[src/rtl/fp_arb_pkg.sv]
// rtl/fp_arb_pkg.sv - shared state type, counter width and index-width helper for the FP op arbiter
package fp_arb_pkg;

  // Arbiter sequencing: pick a requester, pulse the unit, wait for its result.
  typedef enum logic [1:0] {
    S_IDLE  = 2'd0,
    S_ISSUE = 2'd1,
    S_WAIT  = 2'd2
  } state_t;

  // Width of the optional performance counters.
  localparam int PERF_CW = 32;

  // Bits needed to index n requesters; a single requester still gets one bit.
  function automatic int idw(input int n);
    return (n <= 1) ? 1 : $clog2(n);
  endfunction

endpackage

[src/rtl/rr_picker.sv]
// rtl/rr_picker.sv - combinational rotate-priority encoder: first set request after 'last'
module rr_picker
  import fp_arb_pkg::*;
#(
  parameter int  NREQ = 4,
  localparam int IDW  = idw(NREQ)
) (
  input  logic [NREQ-1:0] req,
  input  logic [IDW-1:0]  last,
  output logic            any,
  output logic [IDW-1:0]  grant_idx
);

  // Walk offsets from farthest to nearest so the requester closest after 'last' wins.
  always_comb begin
    logic [IDW-1:0] idx;
    any       = 1'b0;
    grant_idx = '0;
    idx       = '0;
    for (int off = NREQ; off >= 1; off--) begin
      idx = IDW'((int'(last) + off) % NREQ);
      if (req[idx]) begin
        any       = 1'b1;
        grant_idx = idx;
      end
    end
  end

endmodule

[src/rtl/fp_op_arbiter.sv]
// rtl/fp_op_arbiter.sv - round-robin sharing of one non-pipelined FP unit; optional counters via FP_OP_ARBITER_PERF_CNT_EN
module fp_op_arbiter
  import fp_arb_pkg::*;
#(
  parameter int  DWIDTH = 64,
  parameter int  NREQ   = 4,
  localparam int IDW    = idw(NREQ)
) (
  input  logic                          clk,
  input  logic                          rst,
  input  logic [NREQ-1:0]               req_valid,
  input  logic [NREQ-1:0][DWIDTH-1:0]   req_a,
  input  logic [NREQ-1:0][DWIDTH-1:0]   req_b,
  output logic [NREQ-1:0]               req_ready,
  output logic [NREQ-1:0]               resp_finish,
  output logic [DWIDTH-1:0]             resp_result,
  output logic                          fu_valid,
  input  logic                          fu_ready,
  output logic [DWIDTH-1:0]             fu_a,
  output logic [DWIDTH-1:0]             fu_b,
  input  logic                          fu_finish,
  input  logic [DWIDTH-1:0]             fu_result,
  output logic                          busy,
  output logic [IDW-1:0]                grant_id,
  output logic                          err_spurious
`ifdef FP_OP_ARBITER_PERF_CNT_EN
  ,
  output logic [NREQ-1:0][PERF_CW-1:0]  perf_grants,
  output logic [PERF_CW-1:0]            perf_busy_cycles
`endif
);

  state_t              state_q;
  logic [IDW-1:0]      last_q;
  logic [IDW-1:0]      grant_id_q;
  logic [DWIDTH-1:0]   fu_a_q;
  logic [DWIDTH-1:0]   fu_b_q;
  logic [DWIDTH-1:0]   resp_result_q;
  logic [NREQ-1:0]     req_ready_q;
  logic [NREQ-1:0]     resp_finish_q;
  logic                fu_valid_q;
  logic                busy_q;
  logic                err_q;

  logic                pick_any;
  logic [IDW-1:0]      pick_idx;
  logic                grant_fire;
  logic [NREQ-1:0]     pick_onehot;
  logic [NREQ-1:0]     owner_onehot;

  rr_picker #(
    .NREQ (NREQ)
  ) u_picker (
    .req       (req_valid),
    .last      (last_q),
    .any       (pick_any),
    .grant_idx (pick_idx)
  );

  // A grant is taken only from idle, with a request pending and the unit free.
  always_comb begin
    grant_fire   = (state_q == S_IDLE) && pick_any && fu_ready;
    pick_onehot  = NREQ'(1) << pick_idx;
    owner_onehot = NREQ'(1) << grant_id_q;
  end

  // Arbitration FSM; every output is a register updated here.
  always_ff @(posedge clk) begin
    if (rst) begin
      state_q       <= S_IDLE;
      last_q        <= IDW'(NREQ - 1);
      grant_id_q    <= '0;
      fu_a_q        <= '0;
      fu_b_q        <= '0;
      resp_result_q <= '0;
      req_ready_q   <= '0;
      resp_finish_q <= '0;
      fu_valid_q    <= 1'b0;
      busy_q        <= 1'b0;
      err_q         <= 1'b0;
    end else begin
      // Pulses default low; they are raised for exactly one cycle below.
      req_ready_q   <= '0;
      resp_finish_q <= '0;
      fu_valid_q    <= 1'b0;

      // A result with no operation in flight (e.g. one abandoned by reset) is flagged and dropped.
      if (fu_finish && (state_q != S_WAIT)) begin
        err_q <= 1'b1;
      end

      case (state_q)
        S_IDLE: begin
          if (grant_fire) begin
            fu_a_q      <= req_a[pick_idx];
            fu_b_q      <= req_b[pick_idx];
            grant_id_q  <= pick_idx;
            last_q      <= pick_idx;
            req_ready_q <= pick_onehot;
            fu_valid_q  <= 1'b1;
            busy_q      <= 1'b1;
            state_q     <= S_ISSUE;
          end
        end
        S_ISSUE: begin
          state_q <= S_WAIT;
        end
        S_WAIT: begin
          if (fu_finish) begin
            resp_result_q <= fu_result;
            resp_finish_q <= owner_onehot;
            busy_q        <= 1'b0;
            state_q       <= S_IDLE;
          end
        end
        default: begin
          busy_q  <= 1'b0;
          state_q <= S_IDLE;
        end
      endcase
    end
  end

  assign req_ready    = req_ready_q;
  assign resp_finish  = resp_finish_q;
  assign resp_result  = resp_result_q;
  assign fu_valid     = fu_valid_q;
  assign fu_a         = fu_a_q;
  assign fu_b         = fu_b_q;
  assign busy         = busy_q;
  assign grant_id     = grant_id_q;
  assign err_spurious = err_q;

`ifdef FP_OP_ARBITER_PERF_CNT_EN
  logic [NREQ-1:0][PERF_CW-1:0] perf_grants_q;
  logic [NREQ-1:0][PERF_CW-1:0] perf_grants_d;
  logic [PERF_CW-1:0]           perf_busy_q;
  logic [PERF_CW-1:0]           perf_busy_d;

  // Next counter values; each counter sticks at all-ones instead of wrapping.
  always_comb begin
    perf_grants_d = perf_grants_q;
    perf_busy_d   = perf_busy_q;
    for (int i = 0; i < NREQ; i++) begin
      if (grant_fire && (pick_idx == IDW'(i)) && (perf_grants_q[i] != '1)) begin
        perf_grants_d[i] = perf_grants_q[i] + 1'b1;
      end
    end
    if (busy_q && (perf_busy_q != '1)) begin
      perf_busy_d = perf_busy_q + 1'b1;
    end
  end

  // Counter registers.
  always_ff @(posedge clk) begin
    if (rst) begin
      perf_grants_q <= '0;
      perf_busy_q   <= '0;
    end else begin
      perf_grants_q <= perf_grants_d;
      perf_busy_q   <= perf_busy_d;
    end
  end

  assign perf_grants      = perf_grants_q;
  assign perf_busy_cycles = perf_busy_q;
`endif

endmodule
[config.mk]
export PLATFORM = sky130hd
export DESIGN_NAME = fp_op_arbiter
export DESIGN_NICKNAME = d
export VERILOG_FILES = /design/src/rtl/fp_arb_pkg.sv /design/src/rtl/rr_picker.sv /design/src/rtl/fp_op_arbiter.sv
export SDC_FILE = /design/constraint.sdc
export NUM_CORES = 1
export LEC_CHECK = 0
export BUFFER_PORTS_ARGS = -buffer_cell sky130_fd_sc_hd__buf_4
export CAP_MARGIN = 20
export CORE_AREA = 2 2 309 311
export DETAILED_ROUTE_END_ITERATION = 16
export DIE_AREA = 0 0 311 313
export HOLD_SLACK_MARGIN = 0.06
export SKIP_LAST_GASP = 1
export SYNTH_ARGS = -nofsm -noshare
export SYNTH_HDL_FRONTEND = slang
export SYNTH_SLANG_ARGS = --single-unit
[constraint.sdc]
create_clock -name clk -period 1.97 [get_ports clk]
set_input_delay 0.2955 -clock clk [delete_from_list [all_inputs] [get_ports clk]]
set_output_delay 0.2955 -clock clk [all_outputs]
set_load 0.01 [all_outputs]
# --- After elaboration in Yosys (flattened, before gate mapping) ---
# Cells that the tools add are included.
classes:
  eq_ne: 5
  n_lt_le_gt_ge: 5
  n_bitwise: 5
  n_reduce_logical: 11
  multipliers: 0
  shifts: 2
  div: 0
  n_addsub: 4
  mux: 27
ops:
  columns: ["cell", "count"]
  rows:
  - ["binary-select mux 64 bit (select 2 bit)", 2]
  - ["two-way mux 64 bit", 2]
  - ["less-than comparator 2 x 3 -> 1 bit, second input constant", 5]
  - ["two-way mux 2 bit", 6]
  - ["two-way mux 1 bit", 11]
  - ["binary-select mux 1 bit (select 2 bit)", 4]
  - ["<< shifter 1 x 2 -> 4 bit, first input constant", 2]
  - ["!= test 2 bit, second input constant", 3]
  - ["one-hot mux 2 bit (3 select lines)", 1]
  - ["AND reduction 2 bit", 3]
  - ["OR reduction 3 bit", 2]
  - ["NOT 1 bit", 5]
  - ["adder 2 x 1 -> 2 bit, second input constant", 2]
  - ["adder 2 bit, second input constant", 2]
  - ["logical AND 1 bit", 3]
  - ["one-hot mux 1 bit (3 select lines)", 1]
  - ["AND reduction 3 bit", 1]
  - ["equality test 2 x 1 -> 1 bit, second input constant", 1]
  - ["equality test 2 bit, second input constant", 1]
  - ["zero test 2 bit", 1]
  - ["OR reduction 2 bit", 1]
totals:
  wordCells: 70
  latch_bits: 0
  output_inout_bits: 205
  mem_bits_ro: 0
  ramBits: 0
  mem_count: 0
  register_bits: 209

# --- Depth between registers and ports, before layout ---
# Gate-level depths: netlist of the first run.
logic_depth:
  depth_word: 11
  ltp_mapped: 8
  depth_no_buf: 5

# --- Hierarchy ---
# Synthesis of the first run repeated with hierarchy kept, for this count alone.
unflattened:
  hier_cells: 787
  hier_area_um2: 9726.8
modules_own_cells:
  columns: ["mod", "area_per_inst_um2", "cells_per_inst", "seq_area_each_um2", "instances"]
  rows:
  - ["fp_op_arbiter", 9635.5, 773, 4184.0, 1]
  - ["rr_picker", 91.3, 14, 0.0, 1]

# --- Worst setup path after synthesis of the first run ---
# OpenSTA, ideal clock, no wires.
synth_path:
  path_kind: "input to register"
  start: "in req_valid[1]"
  end: "reg fu_a_q[0] (netlist: fu_a[0])"
  cell_stages: 8
  n_path_buf: 3
  arrival_time_ps: 1640
  setup_slack_ps: 197
  path_cell_list: "or4_1 -> buf_2 -> nand2_4 -> nor2_4 -> buf_6 -> clkbuf_1 -> nand3_1 -> o2111ai_1"
synth_between:
  elab_chain_cells: 9
  word_cells_on_any_way: 21
  classes_between: "mux (18); reduce/logical (3)"
synth_lines:
  columns: ["item", "line_no", "source"]
  rows:
  - ["start: declaration", "fp_op_arbiter.sv:11", "input logic [NREQ-1:0] req_valid,"]
  - ["branches (longest 9 deep; another with binary-select mux 64 bit (select 2 bit))", null, null]
  - ["end signal: assignment", "fp_op_arbiter.sv:95", "fu_a_q <= req_a[pick_idx];"]
  - ["end: declaration", "fp_op_arbiter.sv:36", "logic [DWIDTH-1:0] fu_a_q;"]
# Parallel ways; which one is timed is not known. The select of a mux whose other input is x is not followed.
# A chain may end at the register's enable or synchronous reset.

# --- Final worst setup path of the first run ---
layout_path:
  start: "reg last_q[0]"
  end: "reg fu_a_q[53] (netlist: fu_a[53])"
layout_between:
  elab_chain_cells: 10
  word_cells_on_any_way: 25
  classes_between: "add/sub (4); mux (18); reduce/logical (3)"
layout_lines:
  columns: ["item", "line_no", "source"]
  rows:
  - ["start: declaration", "fp_op_arbiter.sv:34", "logic [IDW-1:0] last_q;"]
  - ["start signal: assignment", "fp_op_arbiter.sv:71", "last_q <= IDW'(NREQ - 1);"]
  - ["start signal: assignment", "fp_op_arbiter.sv:98", "last_q <= pick_idx;"]
  - ["branches (longest 10 deep; another with adder 2 x 1 -> 2 bit)", null, null]
# Parallel ways; which one is timed is not known. The select of a mux whose other input is x is not followed.

==> metrics.md, run 1 <==
| Metric | Value |
|---|---|
| I/O Buffers | `~790` |
| Post-synthesis sequential area ratio | `0.4113` |
| First-pass GRT wire length | `105500 µm` |
| DR pass1 iterations | `7` |
| Failing checks | `negative setup slack` |
| Crit path max-delay cell type | `dfxtp_2` |
| EDFF count, synth | `0` |
| Pwr per Cell Area | `around 630 nW/µm²` |
| Synth Register Bits | `approximately 210` |
| Antenna-violating nets left | `0` |
| Die ar. | `between 90000 and 100000 µm²` |
| Post-route DRC | `0` |
| Final Hold Fails | `0` |
| Final hold slack | `around 0.082 ns` |
| Die height | `around 310 µm` |
| H-tree depth | `1` |
| Mean Syn Cell Area | `between 8 and 9 µm²` |
| Count of cell types in the netlist | `39` |
| YS warnings | `0` |
| Antenna violations before repair | `23` |
| RSZ-0062 raised after global routing | `yes` |
| DP HPWL | `a little over 50000 µm` |
| TritonCTS clock tree | `yes` |
| LEAKAGE | `around 11 nW` |
| Post-route design area | `about 25000 µm²` |
| Iter 0 DRT Violations | `~1400` |
| Setup crit start kind | `register` |
| Sink Count | `approximately 210` |
| Final slew viol count | `0` |
| Number of global-route vias before repair | `between 15000 and 20000` |
| Post-Syn Area | `10170 µm²` |
| Worst setup path class | `register to register` |
| Hold depth | `3` |
| Commonest non-fill, non-tap cell in the layout | `buf_4` |
| Fin nets | `between 3000 and 4000` |
| Max VDD drop | `around 490 µV` |
| Critical Path, Cell by Cell | `nand2b_4 -> a21bo_2 -> and3_4 -> buf_12 -> buf_12 -> buf_4 -> buf_4 -> nand3_2 -> o2111ai_2` |
| CP max FO | `19` |
| Tmin final | `a little under 2 ns` |
| Rows | `113` |
| Synth Flop Type | `dfxtp_1` |
| Worst slack, placed | `-0.1227 ns` |
| Worst R2R Path Depth | `9` |
| Total CTS buffers | `28` |
| Layout cells sized above 1 | `0.3825` |
| Placed inst area | `about 18000 µm²` |
| Final core utilization | `0.2685` |
| Commonest non-fill, non-tap cells in the layout | `buf_4, dlygate4sd3_1, nand2_1, nand3_1, dfxtp_1` |
| Clock Tree Buf Depth | `3` |
| CTS clk-pin slew, worst paths | `approximately 0.060 ns` |
| CP max stage delay | `roughly 0.34 ns` |
| Layout Skew | `about 0.021 ns` |
| Largest net degree at the start of global routing | `73` |
| Total GRT Usage | `0.1416` |
| CP endpoint kind | `register` |
| Max-Cap Viols | `0` |
| Root Buffer | `clkbuf_16` |
| Slew margin rel. | `0.4615` |
| IO Count | `between 700 and 800` |
| Clock latency on the worst-skew pair | `between 0.6 and 0.7 ns` |
| CP arrival | `roughly 2.5 ns` |
| Avg WL per Cell | `around 19 µm` |
| F_max | `approximately 510 MHz` |
| Cells after DPL | `3287` |
| Ys async rst share | `0` |
| Beginning of the worst hold path | `req_b[213]` |
| Min-delay worst type | `primary input to register` |
| Fin cells | `approximately 4000` |
| Core area | `94160 µm²` |
| Fillers | `9698` |
| Final WL | `around 74000 µm` |
| Drt via density | `roughly 4` |
| Outcome | `finished with violations` |
| Worst Max-Slew Pin Slew | `around 0.81 ns` |
| GPL Wtd Cong | `about 0.85` |
| Syn nets | `about 1800` |
| Initial Util | `0.1080` |
| Die width | `about 310 µm` |
| Final TNS setup | `-0.003169 ns` |
| Gr ovfl total | `0` |
| Setup WS post-layout | `-0.003169 ns` |
| Routed vias | `around 16000` |
| Overall Power | `approximately 16 mW` |
| Synth-to-layout area growth | `148.6%` |
| Crit Reg-Reg Startpoint | `last_q[0]` |
| Mapped Cells | `1222` |
| Final Cycle Share | `1.002` |
| CP required | `between 2 and 2.5 ns` |
| Final setup vio count | `1` |
| Worst Setup SP | `last_q[0]` |
==> worst paths after layout <==
path | to | slack [ns]
setup / recovery | fu_a[53] | -0.003
hold / removal | fu_b[21] | 0.08
hold reg to reg | resp_result[43] | 0.45
setup reg to reg | fu_a[53] | -0.003
==> power breakdown <==
group          leakage [nW]  internal, mW  total, mW  switching, mW
logic                  8.83          2.89       5.14           2.25
clock network         0.504          3.54       5.83           2.29
registers              1.71          4.61       4.86          0.249
total                  11.0          11.0       15.8           4.79
==> per-layer routing <==
layer,global-route usage,part of all wire,vias to the layer above
met1,0.1606,0.38,7534
met5,0,0.0013,-
met4,0.06895,0.055,14
li1,-,-,7272
met2,0.2408,0.47,994
met3,0.04420,0.085,269
==> final cells by class <==
type | count | area [µm²] | area share
timing repair buffer | 1484 | 12940 | 0.5116
multi-input combinational | 890 | 5509 | 0.2179
sequential | 209 | 4187 | 0.1656
tap | 1265 | 1583 | 0.06259
clock buffer | 38 | 808.3 | 0.03196
clock inverter | 12 | 226.5 | 0.008956
inverter | 5 | 18.77 | 0.0007422
antenna | 7 | 17.52 | 0.0006927
==> Yosys cell counts (2+ instances only) <==
cell | n | share of area
a31oi_1 | 5 | 0.0031
nand2_1 | 257 | 0.095
o211ai_1 | 5 | 0.0037
mux2i_1 | 129 | 0.13
dfxtp_1 | 209 | 0.41
buf_4 | 18 | 0.013
nor2_4 | 3 | 0.0033
clkbuf_1 | 47 | 0.017
a21oi_1 | 66 | 0.032
buf_6 | 5 | 0.0055
a311oi_1 | 5 | 0.0043
inv_1 | 4 | 0.0015
buf_2 | 38 | 0.019
o21ai_0 | 2 | 0.00098
o2111ai_1 | 123 | 0.11
nor2_1 | 17 | 0.0063
nand2b_1 | 5 | 0.0031
nand3_1 | 253 | 0.12
nor4_1 | 2 | 0.0012
buf_1 | 10 | 0.0037
==> worst max-delay path, delay by kind of cell (launching register included) <==
kind | cells | cell delay (ns)
buffers and inverters | 4 | 0.67
and+or+nand+nor | 3 | 0.43
DFF | 1 | 0.34
AOI/OAI and AO/OA | 2 | 0.34
==> sequential cells by signal, summed over array words and instances (netlist names) <==
register / count
state_q: 2
last_q: 2
resp_result: 64
resp_finish: 4
grant_id: 2
busy: 1
fu_valid: 1
req_ready: 4
fu_b: 64
fu_a: 64
err_spurious: 1
==> cells by family after synthesis <==
family | synth area share
mux | 0.1269
flops | 0.4113
buf+inv | 0.06039
simple gates | 0.2427
compound gates | 0.1588
==> repair_timing <==
item                                    4_1_cts  5_1_grt
resized for setup                            12       14
endpoints found under the setup margin       41      113
endpoints found under the hold margin       196        0
setup buffers                                 1        6
pin swaps                                     0        0
gates cloned                                  0        3
hold buffers                                556        0
(Power assumes the default switching activity.)
==> run 2: changes to the inputs <==
--- a/config.mk
+++ b/config.mk
@@ -10,7 +10,8 @@
 export CORE_AREA = 2 2 309 311
 export DETAILED_ROUTE_END_ITERATION = 16
 export DIE_AREA = 0 0 311 313
-export HOLD_SLACK_MARGIN = 0.06
+export HOLD_SLACK_MARGIN = 0.08
+export MAX_ROUTING_LAYER = met4
 export SKIP_LAST_GASP = 1
 export SYNTH_ARGS = -nofsm -noshare
 export SYNTH_HDL_FRONTEND = slang
==> run 2 against run 1 <==
Compared with the run above: the run still ends with negative setup slack left; clock power is essentially flat; worst hold slack gained 0.081 ns; die area is the same; sequential share of layout area is essentially flat; setup slack lost 0.022 ns; combinational power is essentially flat; total power shrank 0.15%; largest power group unchanged.
==> metrics.md, run 2 (synthesis results as in run 1) <==
| Metric | Value |
|---|---|
| Outcome | `finished with violations (unchanged)` |
| Failing checks | `negative setup slack (unchanged)` |
| Clock latency on the worst-skew pair | `0.61 ns (about the same)` |
| I/O Buffers | `788 (unchanged)` |
| Synth-to-layout area growth | `148.2% (was 148.6%)` |
| Commonest non-fill, non-tap cell in the layout | `buf_4 (unchanged)` |
| Fin nets | `3200 (was 3202)` |
| Initial Util | `0.1080 (unchanged)` |
| Final setup vio count | `3 (was 1)` |
| Total GRT Usage | `0.1461 (was 0.1416)` |
| Rows | `113 (unchanged)` |
| Max-Cap Viols | `0 (unchanged)` |
| Worst setup path class | `register to register (unchanged)` |
| Final Hold Fails | `0 (unchanged)` |
| Root Buffer | `clkbuf_16 (unchanged)` |
| Worst slack, placed | `-0.1227 ns (unchanged)` |
| Max VDD drop | `497.2 µV (was 495.0 µV)` |
| Critical Path, Cell by Cell | `nand2b_4 -> a21bo_2 -> and3_4 -> buf_12 -> buf_12 -> buf_4 -> buf_4 -> nand3_1 -> o2111ai_1 (was nand2b_4 -> a21bo_2 -> and3_4 -> buf_12 -> buf_12 -> buf_4 -> buf_4 -> nand3_2 -> o2111ai_2)` |
| Met1 WL | `28700 µm (was 28580 µm)` |
| Routed length on met2 | `35160 µm (was 35230 µm)` |
| Iter 0 DRT Violations | `1395 (was 1368)` |
| Commonest non-fill, non-tap cells in the layout | `buf_4, dlygate4sd3_1, nand2_1, nand3_1, dfxtp_1 (unchanged)` |
| Clock Tree Buf Depth | `3 (unchanged)` |
| CP max FO | `19 (unchanged)` |
| CTS clk-pin slew, worst paths | `0.06 ns (about the same)` |
| Die height | `313 µm (unchanged)` |
| CP required | `2.43 ns (was 2.44 ns)` |
| F_max | `501.3 MHz (was 506.8 MHz)` |
| Tmin final | `1.995 ns (was 1.973 ns)` |
| Core area | `94160 µm² (unchanged)` |
| DR pass1 iterations | `6 (was 7)` |
| Layout cells sized above 1 | `0.3801 (was 0.3825)` |
| Final Cycle Share | `1.013 (was 1.002)` |
| Layout Skew | `0.02189 ns (was 0.02130 ns)` |
| Total CTS buffers | `28 (unchanged)` |
| Worst Max-Slew Pin Slew | `0.8285 ns (was 0.8078 ns)` |
| Crit path max-delay family | `buffers and inverters (unchanged)` |
| Crit path max-delay cell type | `dfxtp_2 (unchanged)` |
| First-pass GRT wire length | `105700 µm (was 105500 µm)` |
| DP HPWL | `51970 µm (unchanged)` |
| Worst Path Buf+Inv | `4 (unchanged)` |
| Number of global-route vias before repair | `16900 (was 16800)` |
| RSZ-0062 raised after global routing | `yes (unchanged)` |
| CP arrival | `2.45 ns (about the same)` |
| Pwr per Cell Area | `625.7 nW/µm² (was 625.9 nW/µm²)` |
| Combinational power share | `0.324 (was 0.325)` |
| CP endpoint kind | `register (unchanged)` |
| Final TNS setup | `-0.03054 ns (was -0.003169 ns)` |
| Final slew viol count | `0 (unchanged)` |
| Slew margin rel. | `0.4477 (was 0.4615)` |
| Drt via density | `4.112 (was 4.113)` |
| Sw power | `4.782 mW (was 4.786 mW)` |
| Routed vias | `16100 (was 16080)` |
| H-tree depth | `1 (unchanged)` |
| Fin cells | `3916 (was 3910)` |
| TritonCTS clock tree | `yes (unchanged)` |
| Final WL | `74000 µm (was 74310 µm)` |
| Post-route DRC | `0 (unchanged)` |
| Setup crit start kind | `register (unchanged)` |
| Largest net degree at the start of global routing | `73 (unchanged)` |
| Die ar. | `97340 µm² (unchanged)` |
| Cells after DPL | `3287 (unchanged)` |
| P_int | `11.02 mW (was 11.04 mW)` |
| Sink Count | `209 (unchanged)` |
| Net Sw Frac | `0.3026 (was 0.3024)` |
| Final core utilization | `0.2682 (was 0.2685)` |
| LEAKAGE | `11.01 nW (was 11.04 nW)` |
| Clk pwr share | `0.369 (was 0.368)` |
| Die width | `311 µm (unchanged)` |
| Met3 routed WL | `6135 µm (was 6309 µm)` |
| Avg WL per Cell | `18.90 µm (was 19.00 µm)` |
| Min-delay worst type | `primary input to register (unchanged)` |
| IO Count | `789 (unchanged)` |
| Gr ovfl total | `0 (unchanged)` |
| GPL Wtd Cong | `0.8630 (was 0.8496)` |
| Antenna violations before repair | `23 (unchanged)` |
| Antenna-violating nets left | `0 (unchanged)` |
| Setup WS post-layout | `-0.02486 ns (was -0.003169 ns)` |
| Max layer used | `met4 (was met5)` |
| Sequential share of power | `0.308 (was 0.307)` |
| CP max stage delay | `0.34 ns (about the same)` |
## run 2: cell types whose count changed in the layout (fill, tap and decap cells not counted)
| cell | delta |
|---|---|
| buf_4 | -3 |
| diode_2 | +8 |
| clkbuf_16 | -2 |
| dfxtp_1 | +1 |
| dfxtp_2 | -1 |
| dlygate4sd3_1 | +4 |
| buf_12 | -1 |
## run 2: tightest hold or removal path, cell delays in order
cell and delay, ns:
buf_4 0.07, mux2i_1 0.05, buf_4 0.14, o2111ai_1 0.15
## run 2: power by group through the flow
| stage | Combinational, mW | Clock (mW) | Sequential, mW |
|---|---|---|---|
| 2_1_floorplan | 1.34 | 0 | 5.05 |
| 3_3_place_gp | 3.95 | 0 | 4.92 |
| 3_5_place_dp | 3.97 | 0 | 4.92 |
| 4_1_cts | 4.96 | 6.02 | 4.84 |
| 5_1_grt | 5.38 | 6.17 | 4.89 |
| 6_report | 5.11 | 5.83 | 4.86 |
## run 2: cell type report
type	instances	area [µm²]
Antenna cell	15	37.54
Sequential cell	209	4185
Inverter	5	18.77
Fill cell	9711	68910
Tap cell	1265	1583
Clock inverter	12	226.5
Clock buffer	38	808.3
Timing Repair Buffer	1482	12880
Multi-Input combinational cell	890	5509
## run 2: final timing paths
path / startpoint / slack [ns] / cells after the start / endpoint
setup / recovery: last_q[0] / -0.02 / 9 / fu_a[54]
hold / removal: req_a[127] / 0.16 / 4 / fu_a[63]
setup reg to reg: last_q[0] / -0.02 / 9 / fu_a[54]
hold reg to reg: resp_result[51] / 0.45 / 2 / resp_result[51]
## run 2: stage by stage
stage / total power [mW] / hold slack [ns] / cell area, µm²
floorplan: 6.396 / 0.4315 / 10170
global placement: 8.870 / 0.4433 / 18410
detailed placement: 8.889 / 0.4466 / 18410
CTS: 15.81 / 0.08073 / 25110
global route: 16.43 / 0.1448 / 25250
finish: 15.80 / 0.1635 / 25250
## run 2: timing repair
action	in CTS	in global routing
gates cloned	0	1
buffers inserted	1	2
hold buffers	559	1
endpoints found under the hold margin	196	1
resized for setup	12	13
setup endpoints to repair	41	113
## run 2: per-layer routing
| layer | vias to the layer above | GRT usage |
|---|---|---|
| li1 | 7287 | - |
| met4 | 0 | 0.06983 |
| met5 | - | - |
| met2 | 1058 | 0.2421 |
| met3 | 263 | 0.03765 |
| met1 | 7494 | 0.1639 |
==> run 3: changes to the inputs <==
--- a/config.mk
+++ b/config.mk
@@ -7,9 +7,9 @@
 export LEC_CHECK = 0
 export BUFFER_PORTS_ARGS = -buffer_cell sky130_fd_sc_hd__buf_4
 export CAP_MARGIN = 20
-export CORE_AREA = 2 2 309 311
+export CORE_AREA = 2 2 311 313
 export DETAILED_ROUTE_END_ITERATION = 16
-export DIE_AREA = 0 0 311 313
+export DIE_AREA = 0 0 313 315
 export HOLD_SLACK_MARGIN = 0.08
 export MAX_ROUTING_LAYER = met4
 export SKIP_LAST_GASP = 1
==> constraint.sdc (replaced) <==
create_clock -name clk -period 2.3 [get_ports clk]
set_input_delay 0.345 -clock clk [delete_from_list [all_inputs] [get_ports clk]]
set_output_delay 0.345 -clock clk [all_outputs]
set_load 0.005 [all_outputs]
==> run 3 against run 2 <==
Compared with the run above: the run now ends clean; worst hold slack got worse by 0.055 ns; utilization down 1.3 points; die area grew 1.3%; clock-buffer cell count up 2; combinational power down 20%; final cell count fell by 1.1%; total power fell by 20%; clock skew decreased by 0.0069 ns; global-route usage decreased by 0.078 points; sequential share of layout area increased by 0.53 points; maximum frequency fell by 7.9%; final area fell by 3.1%; critical path type unchanged; critical endpoint is now fu_a[56].
==> metrics.md, run 3 (synthesis results as in run 1) <==
| Metric | Value |
|---|---|
| IO Count | `789 (unchanged)` |
| Final setup vio count | `0 (was 3)` |
| Final Hold Fails | `0 (unchanged)` |
| Antenna-violating nets left | `0 (unchanged)` |
| Layout cells sized above 1 | `0.3690 (was 0.3801)` |
| CP arrival | `2.64 ns (was 2.45 ns)` |
| Clk pwr share | `0.353 (was 0.369)` |
| Post-route design area | `24470 µm² (was 25250 µm²)` |
| Crit path max-delay cell type | `dfxtp_1 (was dfxtp_2)` |
| Core area | `95710 µm² (was 94160 µm²)` |
| LEAKAGE | `10.67 nW (was 11.01 nW)` |
| Avg WL per Cell | `19.26 µm (was 18.90 µm)` |
| CP max stage delay | `0.36 ns (was 0.34 ns)` |
| Clock latency on the worst-skew pair | `0.62 ns (was 0.61 ns)` |
| DR pass1 iterations | `7 (was 6)` |
| Net Sw Frac | `0.3096 (was 0.3026)` |
| Drt via density | `4.092 (was 4.112)` |
| Antenna violations before repair | `26 (was 23)` |
| Iter 0 DRT Violations | `1253 (was 1395)` |
| H-tree depth | `1 (unchanged)` |
| Final TNS setup | `0 ns (was -0.03054 ns)` |
| Final Cycle Share | `0.9417 (was 1.013)` |
| Die ar. | `98600 µm² (was 97340 µm²)` |
| Largest net degree at the start of global routing | `74 (was 73)` |
| Clock Tree Buf Depth | `3 (unchanged)` |
| Sink Count | `209 (unchanged)` |
| Placed inst area | `18090 µm² (was 18410 µm²)` |
| Sw power | `3.938 mW (was 4.782 mW)` |
| DP HPWL | `55060 µm (was 51970 µm)` |
| Commonest non-fill, non-tap cells in the layout | `buf_4, dlygate4sd3_1, nand2_1, nand3_1, dfxtp_1 (unchanged)` |
| CP endpoint kind | `register (unchanged)` |
| Final WL | `74560 µm (was 74000 µm)` |
| Sequential share of power | `0.326 (was 0.308)` |
| Met2 Use GR | `0.2466 (was 0.2421)` |
| Crit path max-delay family | `buffers and inverters (unchanged)` |
| F_max | `461.7 MHz (was 501.3 MHz)` |
| TritonCTS clock tree | `yes (unchanged)` |
| Commonest non-fill, non-tap cell in the layout | `buf_4 (unchanged)` |
| CP most frequent cell | `buf_12` |
| Outcome | `complete, no violations (was finished with violations)` |
| Critical Path, Cell by Cell | `nand2b_1 -> a21o_1 -> and3_4 -> buf_12 -> buf_12 -> mux2i_1 -> o2111ai_1 (was nand2b_4 -> a21bo_2 -> and3_4 -> buf_12 -> buf_12 -> buf_4 -> buf_4 -> nand3_1 -> o2111ai_1)` |
| CP required | `2.77 ns (was 2.43 ns)` |
| Synth-to-layout area growth | `140.5% (was 148.2%)` |
| Max-Cap Viols | `0 (unchanged)` |
| Total CTS buffers | `29 (was 28)` |
| Post-route DRC | `0 (unchanged)` |
| Total GRT Usage | `0.1453 (was 0.1461)` |
| P_int | `8.782 mW (was 11.02 mW)` |
| Fillers | `10030 (was 9711)` |
| Global routing usage on met3 | `0.02934 (was 0.03765)` |
| GPL Wtd Cong | `0.8725 (was 0.8630)` |
| Root Buffer | `clkbuf_16 (unchanged)` |
| I/O Buffers | `788 (unchanged)` |
| First-pass GRT wire length | `104900 µm (was 105700 µm)` |
| Worst Max-Slew Pin Slew | `0.8647 ns (was 0.8285 ns)` |
| Worst Path Buf+Inv | `2 (was 4)` |
| Gr ovfl total | `0 (unchanged)` |
| Die height | `315 µm (was 313 µm)` |
| RSZ-0062 raised after global routing | `no (was yes)` |
| Fin nets | `3146 (was 3200)` |
| Worst setup path class | `register to register (unchanged)` |
| Max VDD drop | `591.1 µV (was 497.2 µV)` |
| Rows | `114 (was 113)` |
| Routed vias | `15840 (was 16100)` |
| Final slew viol count | `0 (unchanged)` |
| Combinational power share | `0.321 (was 0.324)` |
| Slew margin rel. | `0.4196 (was 0.4477)` |
| Pwr per Cell Area | `519.8 nW/µm² (was 625.7 nW/µm²)` |
| Overall Power | `12.72 mW (was 15.80 mW)` |
| Layout Skew | `0.01495 ns (was 0.02189 ns)` |
| Tmin final | `2.166 ns (was 1.995 ns)` |
| Initial Util | `0.1063 (was 0.1080)` |
| Setup crit start kind | `register (unchanged)` |
| Die width | `313 µm (was 311 µm)` |
| Min-delay worst type | `primary input to register (unchanged)` |
| CTS clk-pin slew, worst paths | `0.06 ns (about the same)` |
| CP max FO | `37 (was 19)` |
| Met1 Use GR | `0.1673 (was 0.1639)` |
| Most Used Layer, Global Route | `met2 (unchanged)` |
| Number of global-route vias before repair | `16340 (was 16900)` |
[run 3: worst paths after layout]
check | startpoint | endpoint | slack [ns] | cells after the start
worst max register to register | last_q[0] | fu_a[56] | 0.13 | 7
worst min register to register | resp_result[53] | resp_result[53] | 0.45 | 2
worst max-delay path | last_q[0] | fu_a[56] | 0.13 | 7
worst min-delay path | req_b[252] | fu_b[60] | 0.11 | 3
[run 3: stage by stage]
step | std cells | hold WS, ns | util | setup slack [ns]
finish | 3871 | 0.1085 | 0.2557 | 0.1340
global route | 3870 | 0.08997 | 0.2556 | 0.01041
CTS | 3857 | 0.08003 | 0.2549 | 0.1131
global placement | 3267 | 0.4436 | 0.1890 | -0.1279
detailed placement | 3267 | 0.4478 | 0.1890 | -0.1912
floorplan | 1222 | 0.4399 | - | 0.4777
[run 3: what timing repair did]
| item | CTS | global route |
|---|---|---|
| gates resized for setup | 0 | 1 |
| pin swaps | 1 | 1 |
| cloned | 1 | 0 |
| endpoints found under the setup margin | 43 | 4 |
| hold endpoints to repair | 195 | 0 |
| hold buffers | 536 | 0 |
| buffers inserted | 1 | 2 |
[run 3: worst register-to-register path, stage by stage, from the launching register on]
cell and delay (ns):
dfxtp_1 0.36, nand2b_1 0.12, a21o_1 0.27, and3_4 0.29, buf_12 0.23, buf_12 0.35
mux2i_1 0.28, o2111ai_1 0.12
[run 3: power by group through the flow]
stage / sequential [mW] / clock, mW / combinational, mW
5_1_grt: 4.18 / 4.76 / 4.31
4_1_cts: 4.14 / 4.65 / 4.02
3_3_place_gp: 4.20 / 0 / 3.20
2_1_floorplan: 4.21 / 0 / 1.15
6_report: 4.15 / 4.49 / 4.08
3_5_place_dp: 4.21 / 0 / 3.20
[run 3: cell type report]
| cell class | instances | area (µm²) | share of cell area |
|---|---|---|---|
| multi-input cells | 891 | 5409 | 0.2210 |
| diodes | 12 | 30.03 | 0.001227 |
| clock inverters | 12 | 91.34 | 0.003733 |
| repair buffers | 1426 | 12310 | 0.5032 |
| well taps | 1276 | 1597 | 0.06525 |
| inverters | 5 | 18.77 | 0.0007670 |
| clock buffers | 40 | 827.0 | 0.03380 |
| flip-flops and latches | 209 | 4184 | 0.1710 |
[run 3: per-layer routing]
metal	vias to the layer above	part of all wire
li1	7192	-
met1	7431	0.40
met2	985	0.48
met3	234	0.074
met4	0	0.045
met5	-	0
